==> src/rtl/setare_pkg.sv <==
// Shared types and limits for the time/alarm setting controller.
package setare_pkg;

    localparam int ORE_W = 5;
    localparam int MIN_W = 6;

    localparam int DEF_NUM_ALARMS     = 2;
    localparam int DEF_HOUR_MAX       = 23;
    localparam int DEF_MIN_MAX        = 59;
    localparam int DEF_REPEAT_DELAY   = 500;
    localparam int DEF_REPEAT_PERIOD  = 100;
    localparam int DEF_TIMEOUT_CYCLES = 30000;

    typedef enum logic [1:0] {
        IDLE       = 2'd0,
        EDIT_TIME  = 2'd1,
        EDIT_ALARM = 2'd2
    } state_e;

    // Channel select width; a single channel still gets a 1-bit select.
    function automatic int aw_of(input int n);
        return (n > 1) ? $clog2(n) : 1;
    endfunction

endpackage

==> src/rtl/setare_multi_alarma_buton_repeat.sv <==
// Press-and-hold button: one pulse on the rising edge, then auto-repeat
// after REPEAT_DELAY held cycles and every REPEAT_PERIOD cycles after that.
module buton_repeat #(
    parameter int REPEAT_DELAY  = 500,
    parameter int REPEAT_PERIOD = 100
) (
    input  logic clock,
    input  logic reset,
    input  logic btn,
    input  logic repeat_en,
    output logic inc_pulse
);

    localparam int CMAX = (REPEAT_DELAY > REPEAT_PERIOD) ? REPEAT_DELAY : REPEAT_PERIOD;
    localparam int CW   = $clog2(CMAX + 1);

    logic          prev_q;
    logic [CW-1:0] cnt_q, cnt_d;
    logic          rep_q, rep_d;
    logic          rise;
    logic          hit;

    // cnt_q == 0 means "not armed": a press that started while repeat was
    // disabled never auto-repeats until it is released and pressed again.
    assign rise = btn & ~prev_q;
    assign hit  = btn & prev_q & repeat_en & (cnt_q != '0) &
                  (cnt_q == (rep_q ? CW'(REPEAT_PERIOD) : CW'(REPEAT_DELAY)));
    assign inc_pulse = rise | hit;

    always_comb begin
        cnt_d = cnt_q;
        rep_d = rep_q;
        if (!btn || !repeat_en) begin
            cnt_d = '0;
            rep_d = 1'b0;
        end else if (rise) begin
            cnt_d = CW'(1);
            rep_d = 1'b0;
        end else if (hit) begin
            cnt_d = CW'(1);
            rep_d = 1'b1;
        end else if (cnt_q != '0) begin
            cnt_d = cnt_q + 1'b1;
        end
    end

    always_ff @(negedge clock or negedge reset) begin
        if (!reset) begin
            prev_q <= 1'b0;
            cnt_q  <= '0;
            rep_q  <= 1'b0;
        end else begin
            prev_q <= btn;
            cnt_q  <= cnt_d;
            rep_q  <= rep_d;
        end
    end

endmodule

==> src/rtl/setare_multi_alarma.sv <==
// Time/alarm edit controller: preload, hour/minute edit with auto-repeat,
// commit to the time counter or one of NUM_ALARMS alarm channels.
module setare_multi_alarma
    import setare_pkg::*;
#(
    parameter int NUM_ALARMS     = DEF_NUM_ALARMS,
    parameter int HOUR_MAX       = DEF_HOUR_MAX,
    parameter int MIN_MAX        = DEF_MIN_MAX,
    parameter int REPEAT_DELAY   = DEF_REPEAT_DELAY,
    parameter int REPEAT_PERIOD  = DEF_REPEAT_PERIOD,
    parameter int TIMEOUT_CYCLES = DEF_TIMEOUT_CYCLES,
    localparam int AW            = aw_of(NUM_ALARMS)
) (
    input  logic                        clock,
    input  logic                        reset,
    input  logic                        btn_set_time,
    input  logic                        btn_set_alarm,
    input  logic                        btn_hour,
    input  logic                        btn_min,
    input  logic                        btn_stop,
    input  logic                        btn_cancel,
    input  logic [ORE_W-1:0]            cur_ore,
    input  logic [MIN_W-1:0]            cur_minute,
    input  logic [ORE_W*NUM_ALARMS-1:0] alarm_ore_rd,
    input  logic [MIN_W*NUM_ALARMS-1:0] alarm_min_rd,
    output logic [ORE_W-1:0]            ore,
    output logic [MIN_W-1:0]            minute,
    output logic [AW-1:0]               alarm_sel,
    output logic                        editing,
    output logic                        load_timp,
    output logic [NUM_ALARMS-1:0]       load_alarma,
    output logic                        edit_timeout
);

    localparam int TW = $clog2(TIMEOUT_CYCLES + 1);

    state_e                state_q, state_d;
    logic [ORE_W-1:0]      ore_q, ore_d;
    logic [MIN_W-1:0]      min_q, min_d;
    logic [AW-1:0]         sel_q, sel_d;
    logic [TW-1:0]         tcnt_q, tcnt_d;
    logic                  ld_timp_q, ld_timp_d;
    logic [NUM_ALARMS-1:0] ld_alarma_q, ld_alarma_d;
    logic                  tout_q, tout_d;

    // {cancel, stop, set_alarm, set_time}
    logic [3:0]            btn_prev_q;
    logic                  st_e, sa_e, stop_e, cancel_e;
    logic                  hour_inc, min_inc, activity;
    logic [AW-1:0]         nxt_sel, ch;
    logic [ORE_W-1:0]      ch_ore;
    logic [MIN_W-1:0]      ch_min;

    assign st_e     = btn_set_time  & ~btn_prev_q[0];
    assign sa_e     = btn_set_alarm & ~btn_prev_q[1];
    assign stop_e   = btn_stop      & ~btn_prev_q[2];
    assign cancel_e = btn_cancel    & ~btn_prev_q[3];
    assign activity = st_e | sa_e | stop_e | cancel_e | hour_inc | min_inc;

    buton_repeat #(.REPEAT_DELAY(REPEAT_DELAY), .REPEAT_PERIOD(REPEAT_PERIOD)) u_rep_hour (
        .clock(clock), .reset(reset), .btn(btn_hour), .repeat_en(editing), .inc_pulse(hour_inc)
    );

    buton_repeat #(.REPEAT_DELAY(REPEAT_DELAY), .REPEAT_PERIOD(REPEAT_PERIOD)) u_rep_min (
        .clock(clock), .reset(reset), .btn(btn_min), .repeat_en(editing), .inc_pulse(min_inc)
    );

    // Preload source: channel 0 on alarm entry, the next channel when advancing.
    assign nxt_sel = (sel_q == AW'(NUM_ALARMS - 1)) ? '0 : sel_q + 1'b1;
    assign ch      = (state_q == IDLE) ? '0 : nxt_sel;
    assign ch_ore  = alarm_ore_rd[int'(ch)*ORE_W +: ORE_W];
    assign ch_min  = alarm_min_rd[int'(ch)*MIN_W +: MIN_W];

    always_comb begin
        state_d     = state_q;
        ore_d       = ore_q;
        min_d       = min_q;
        sel_d       = sel_q;
        tcnt_d      = '0;
        ld_timp_d   = 1'b0;
        ld_alarma_d = '0;
        tout_d      = 1'b0;
        case (state_q)
            IDLE: begin
                if (st_e) begin
                    state_d = EDIT_TIME;
                    ore_d   = cur_ore;
                    min_d   = cur_minute;
                end else if (sa_e) begin
                    state_d = EDIT_ALARM;
                    sel_d   = '0;
                    ore_d   = ch_ore;
                    min_d   = ch_min;
                end
            end
            default: begin
                if (cancel_e) begin
                    state_d = IDLE;
                end else if (stop_e) begin
                    state_d = IDLE;
                    if (state_q == EDIT_TIME) ld_timp_d = 1'b1;
                    else                      ld_alarma_d[sel_q] = 1'b1;
                end else if (!activity && tcnt_q == TW'(TIMEOUT_CYCLES - 1)) begin
                    state_d = IDLE;
                    tout_d  = 1'b1;
                end else if (state_q == EDIT_ALARM && sa_e) begin
                    sel_d = nxt_sel;
                    ore_d = ch_ore;
                    min_d = ch_min;
                end else begin
                    tcnt_d = activity ? '0 : tcnt_q + 1'b1;
                    if (hour_inc) ore_d = (ore_q == ORE_W'(HOUR_MAX)) ? '0 : ore_q + 1'b1;
                    if (min_inc)  min_d = (min_q == MIN_W'(MIN_MAX))  ? '0 : min_q + 1'b1;
                end
            end
        endcase
    end

    always_ff @(negedge clock or negedge reset) begin
        if (!reset) begin
            state_q     <= IDLE;
            ore_q       <= '0;
            min_q       <= '0;
            sel_q       <= '0;
            tcnt_q      <= '0;
            ld_timp_q   <= 1'b0;
            ld_alarma_q <= '0;
            tout_q      <= 1'b0;
            btn_prev_q  <= '0;
        end else begin
            state_q     <= state_d;
            ore_q       <= ore_d;
            min_q       <= min_d;
            sel_q       <= sel_d;
            tcnt_q      <= tcnt_d;
            ld_timp_q   <= ld_timp_d;
            ld_alarma_q <= ld_alarma_d;
            tout_q      <= tout_d;
            btn_prev_q  <= {btn_cancel, btn_stop, btn_set_alarm, btn_set_time};
        end
    end

    assign ore          = ore_q;
    assign minute       = min_q;
    assign alarm_sel    = sel_q;
    assign editing      = (state_q != IDLE);
    assign load_timp    = ld_timp_q;
    assign load_alarma  = ld_alarma_q;
    assign edit_timeout = tout_q;

endmodule
==> config.mk <==
export PLATFORM = sky130hd
export DESIGN_NAME = setare_multi_alarma
export DESIGN_NICKNAME = d
export VERILOG_FILES = /design/src/rtl/setare_pkg.sv /design/src/rtl/setare_multi_alarma_buton_repeat.sv /design/src/rtl/setare_multi_alarma.sv
export SDC_FILE = /design/constraint.sdc
export NUM_CORES = 1
export LEC_CHECK = 0
export CAP_MARGIN = 0
export CORE_AREA = 5 5 94 96
export CTS_CLUSTER_SIZE = 25
export DETAILED_ROUTE_END_ITERATION = 16
export DIE_AREA = 0 0 99 101
export PLACE_DENSITY = 0.64
export SKIP_LAST_GASP = 1
export SLEW_MARGIN = 20
export SYNTH_ARGS = -nofsm -noshare
export SYNTH_HDL_FRONTEND = slang
export SYNTH_SLANG_ARGS = --single-unit
==> constraint.sdc <==
create_clock -name clock -period 4 [get_ports clock]
set_input_delay 0.8 -clock clock [delete_from_list [all_inputs] [get_ports clock]]
set_output_delay 0.8 -clock clock [all_outputs]
set_load 0.02 [all_outputs]
==> flow_metrics.tcl <==
set metrics [dict create \
    status "complete, no violations" \
    worstMarginPinSlew_ns 0.630 \
    async_flop_share 1.00 \
    layout_setup_ws_ns 0.0364 \
    drc 0 \
    grt_max_degree 22 \
    yosys-top-cells-count "dfrtn_1, nor2_1, nand2_1" \
    synth_most_common_cell "dfrtn_1" \
    root_buffer "clkbuf_8" \
    path_class "in2reg" \
    cp-end-kind "flop" \
    hold_viol 0 \
    grt_pass1_vias 2981 \
    hp-class "reg2reg" \
    ys_ff_latch 59 \
    synth_fp_nets 405 \
    die_h_um 101 \
    fp.dieW_um 99 \
    synth_edf_count 0 \
    die_area_mm2 0.0100 \
    worst_clock_skew_ns 0.00629 \
    finalMaxSlewViolations 0 \
    startpoint "btn_set_time" \
    num_rows 33 \
    relSlewSlack 0.576 \
    num_vias 2977 \
    worstReg2RegStart "u_rep_min.cnt_q[4]$_DFFE_NN0P_" \
    cap_violations 0 \
    drive_gt1_frac 0.179 \
    nets 507 \
    portBuffers 57 \
    htreeDepth 3 \
    syn_avg_cell_area_um2 9.55 \
    final_util 0.579 \
    r2r-end "tcnt_q[4]$_DFF_NN0_" \
    yosys.area.top_type_share 0.433 \
    netlist_top_cells_area "dfrtn_1, mux2i_1, xor2_1" \
    crit_arrival_ns 2.14 \
    yosysWarnings 0 \
    antenna_found_initial 0 \
    grtUsageTotal 0.177 \
    p_leak_nw 2.02 \
    synth_cell_types 60 \
    power_density_mw_per_mm2 476 \
    clkSinkCount 59 \
    reg2reg_depth 5 \
    worstPathRequired_ns 2.17 \
    via_per_inst 5.23 \
    final_area_mm2 0.00461 \
    core_area_mm2 0.00797 \
    path_max_fanout 4 \
    overflow 0 \
    finalSetupViolations 0 \
    final_antenna_net_count 0 \
    wl_per_cell_um 15.0 \
    ir_drop_mv 0.172 \
    yosys.area.top_type "dfrtn_1" \
    cts_buffers 9 \
    cts_tree "yes" \
    clk_pin_slew_ns 0.05 \
    area_growth_pct 35.3 \
    cts_buffer_depth 2 \
    grt_first_pass_wirelength_um 14200 \
    finalWirelength_um 8520 \
    num_io_pins 58 \
    netlist_instances 357 \
    place_congestion 0.905 \
    dp_slack_ns -0.608 \
    crit_path_start_kind "input port" \
    hold_path_depth 1 \
    place_area_mm2 0.00441 \
    clk_latency_ns 0.33 \
    antenna_cells 0 \
    rsz0062_at_grt "true" \
    drt-initial-drc-count 113 \
    synth_area_mm2 0.00341 \
    r2r_slack_ns 1.80 \
    place.detailed.hpwl_um 6520 \
    synth_seq_area_share 0.433 \
    start_util 0.428 \
    drt-pass1-iter-count 4 \
    crit_end "minute[2]$_DFFE_NN0P_" \
    synth-main-ff-cell "dfrtn_1" \
]
## sequential cells by signal, indices dropped and copies added, names as in the netlist
name,cells
u_rep_hour.cnt_q,9
u_rep_min.cnt_q,9
tcnt_q,15
u_rep_min.rep_q,1
load_timp,1
alarm_sel,1
minute,6
u_rep_min.prev_q,1
btn_prev_q,4
u_rep_hour.rep_q,1
u_rep_hour.prev_q,1
edit_timeout,1
state_q,2
load_alarma,2
ore,5
## critical path, stage by stage
cell and delay [ns]:
dlygate4sd2_1 0.26, nor2b_1 0.14, buf_4 0.15, mux2_4 0.29, mux2i_1 0.14, o22ai_1 0.08, mux2_4 0.27
## per-stage QoR
stage / hold WS, ns / TNS [ns] / instances / total power (W)
after floorplan: 0.375 / -0.298 / 357 / 0.00126
after global placement: 0.391 / -14.08 / 551 / 0.00167
after detailed placement: 0.409 / -15.18 / 551 / 0.00168
after CTS: 0.411 / -0.0225 / 568 / 0.00220
after global routing: 0.455 / -0.0151 / 569 / 0.00232
final: 0.411 / 0 / 569 / 0.00220
## layout make-up
class	instances	area, um^2
timing repair buffer	99	872
multi-input combinational	278	1890
inverter	12	45.0
clock inverter	4	50.0
sequential	59	1480
clock buffer	12	145
fill	703	3350
tap	105	131
## power breakdown
part	internal (W)	switching, W	total [W]
clock network	0.000304	0.000244	0.000548
registers	0.000678	0.0000608	0.000739
logic	0.000441	0.000468	0.000909
## placed cells by master, fill, tap and decap left out, drive strengths merged, types with 2 or more instances in the layout
master          n
clkbuf         14
buf            43
a31oi           4
nor4            4
xnor2          10
or3b            2
mux2i          15
nand4           4
a211o           2
clkdlybuf4s50  34
nand3          26
nor2           37
a21o            2
o21a            3
nor4b           2
nor2b           8
nor3            6
a22oi           4
o21ai          16
xor2           17
nand4b          2
and2            4
a211oi          3
and4b           3
a21oi          13
mux2            9
o22ai           2
nand2b          9
nand2          34
inv            12
and4            3
dlygate4sd2    19
dfrtn          59
clkinvlp        2
and3            5
ha              7
o2bb2ai         2
o211ai          5
## metal layers
| layer | track usage | wire length [um] | up-vias |
|---|---|---|---|
| li1 | - | - | 1485 |
| met1 | 0.229 | 3910 | 1443 |
| met2 | 0.291 | 4230 | 38 |
| met3 | 0.0346 | 249 | 11 |
| met4 | 0.0693 | 121 | 0 |
| met5 | 0 | 0 | - |
## worst min-delay path by stage
stage	from	slack (ns)	end
2_1_floorplan	tcnt_q[0]$_DFF_NN0_	0.37	tcnt_q[0]$_DFF_NN0_
3_3_place_gp	tcnt_q[0]$_DFF_NN0_	0.39	tcnt_q[0]$_DFF_NN0_
3_5_place_dp	tcnt_q[0]$_DFF_NN0_	0.41	tcnt_q[0]$_DFF_NN0_
4_1_cts	tcnt_q[0]$_DFF_NN0_	0.41	tcnt_q[0]$_DFF_NN0_
5_1_grt	tcnt_q[0]$_DFF_NN0_	0.45	tcnt_q[0]$_DFF_NN0_
6_report	tcnt_q[0]$_DFF_NN0_	0.41	tcnt_q[0]$_DFF_NN0_
## kinds of logic after synthesis
family / Yosys count / synth area share
AND/OR/NAND/NOR: 155 / 0.236
AO/OA/AOI/OAI: 65 / 0.134
flip-flops: 59 / 0.433
XOR/XNOR: 27 / 0.0693
multiplexers: 24 / 0.0781
buffers and inverters: 20 / 0.0238
adder cells (fa/ha/maj): 7 / 0.0257
## what timing repair did
| action | 4_1_cts | 5_1_grt |
|---|---|---|
| buffers inserted | 1 | 1 |
| gates resized for setup | 29 | 6 |
| hold buffers | 0 | 0 |
| hold endpoints to repair | 0 | 0 |
| pin swaps | 3 | 1 |
| endpoints found under the setup margin | 46 | 12 |
Power figures use the tool's default switching activity.
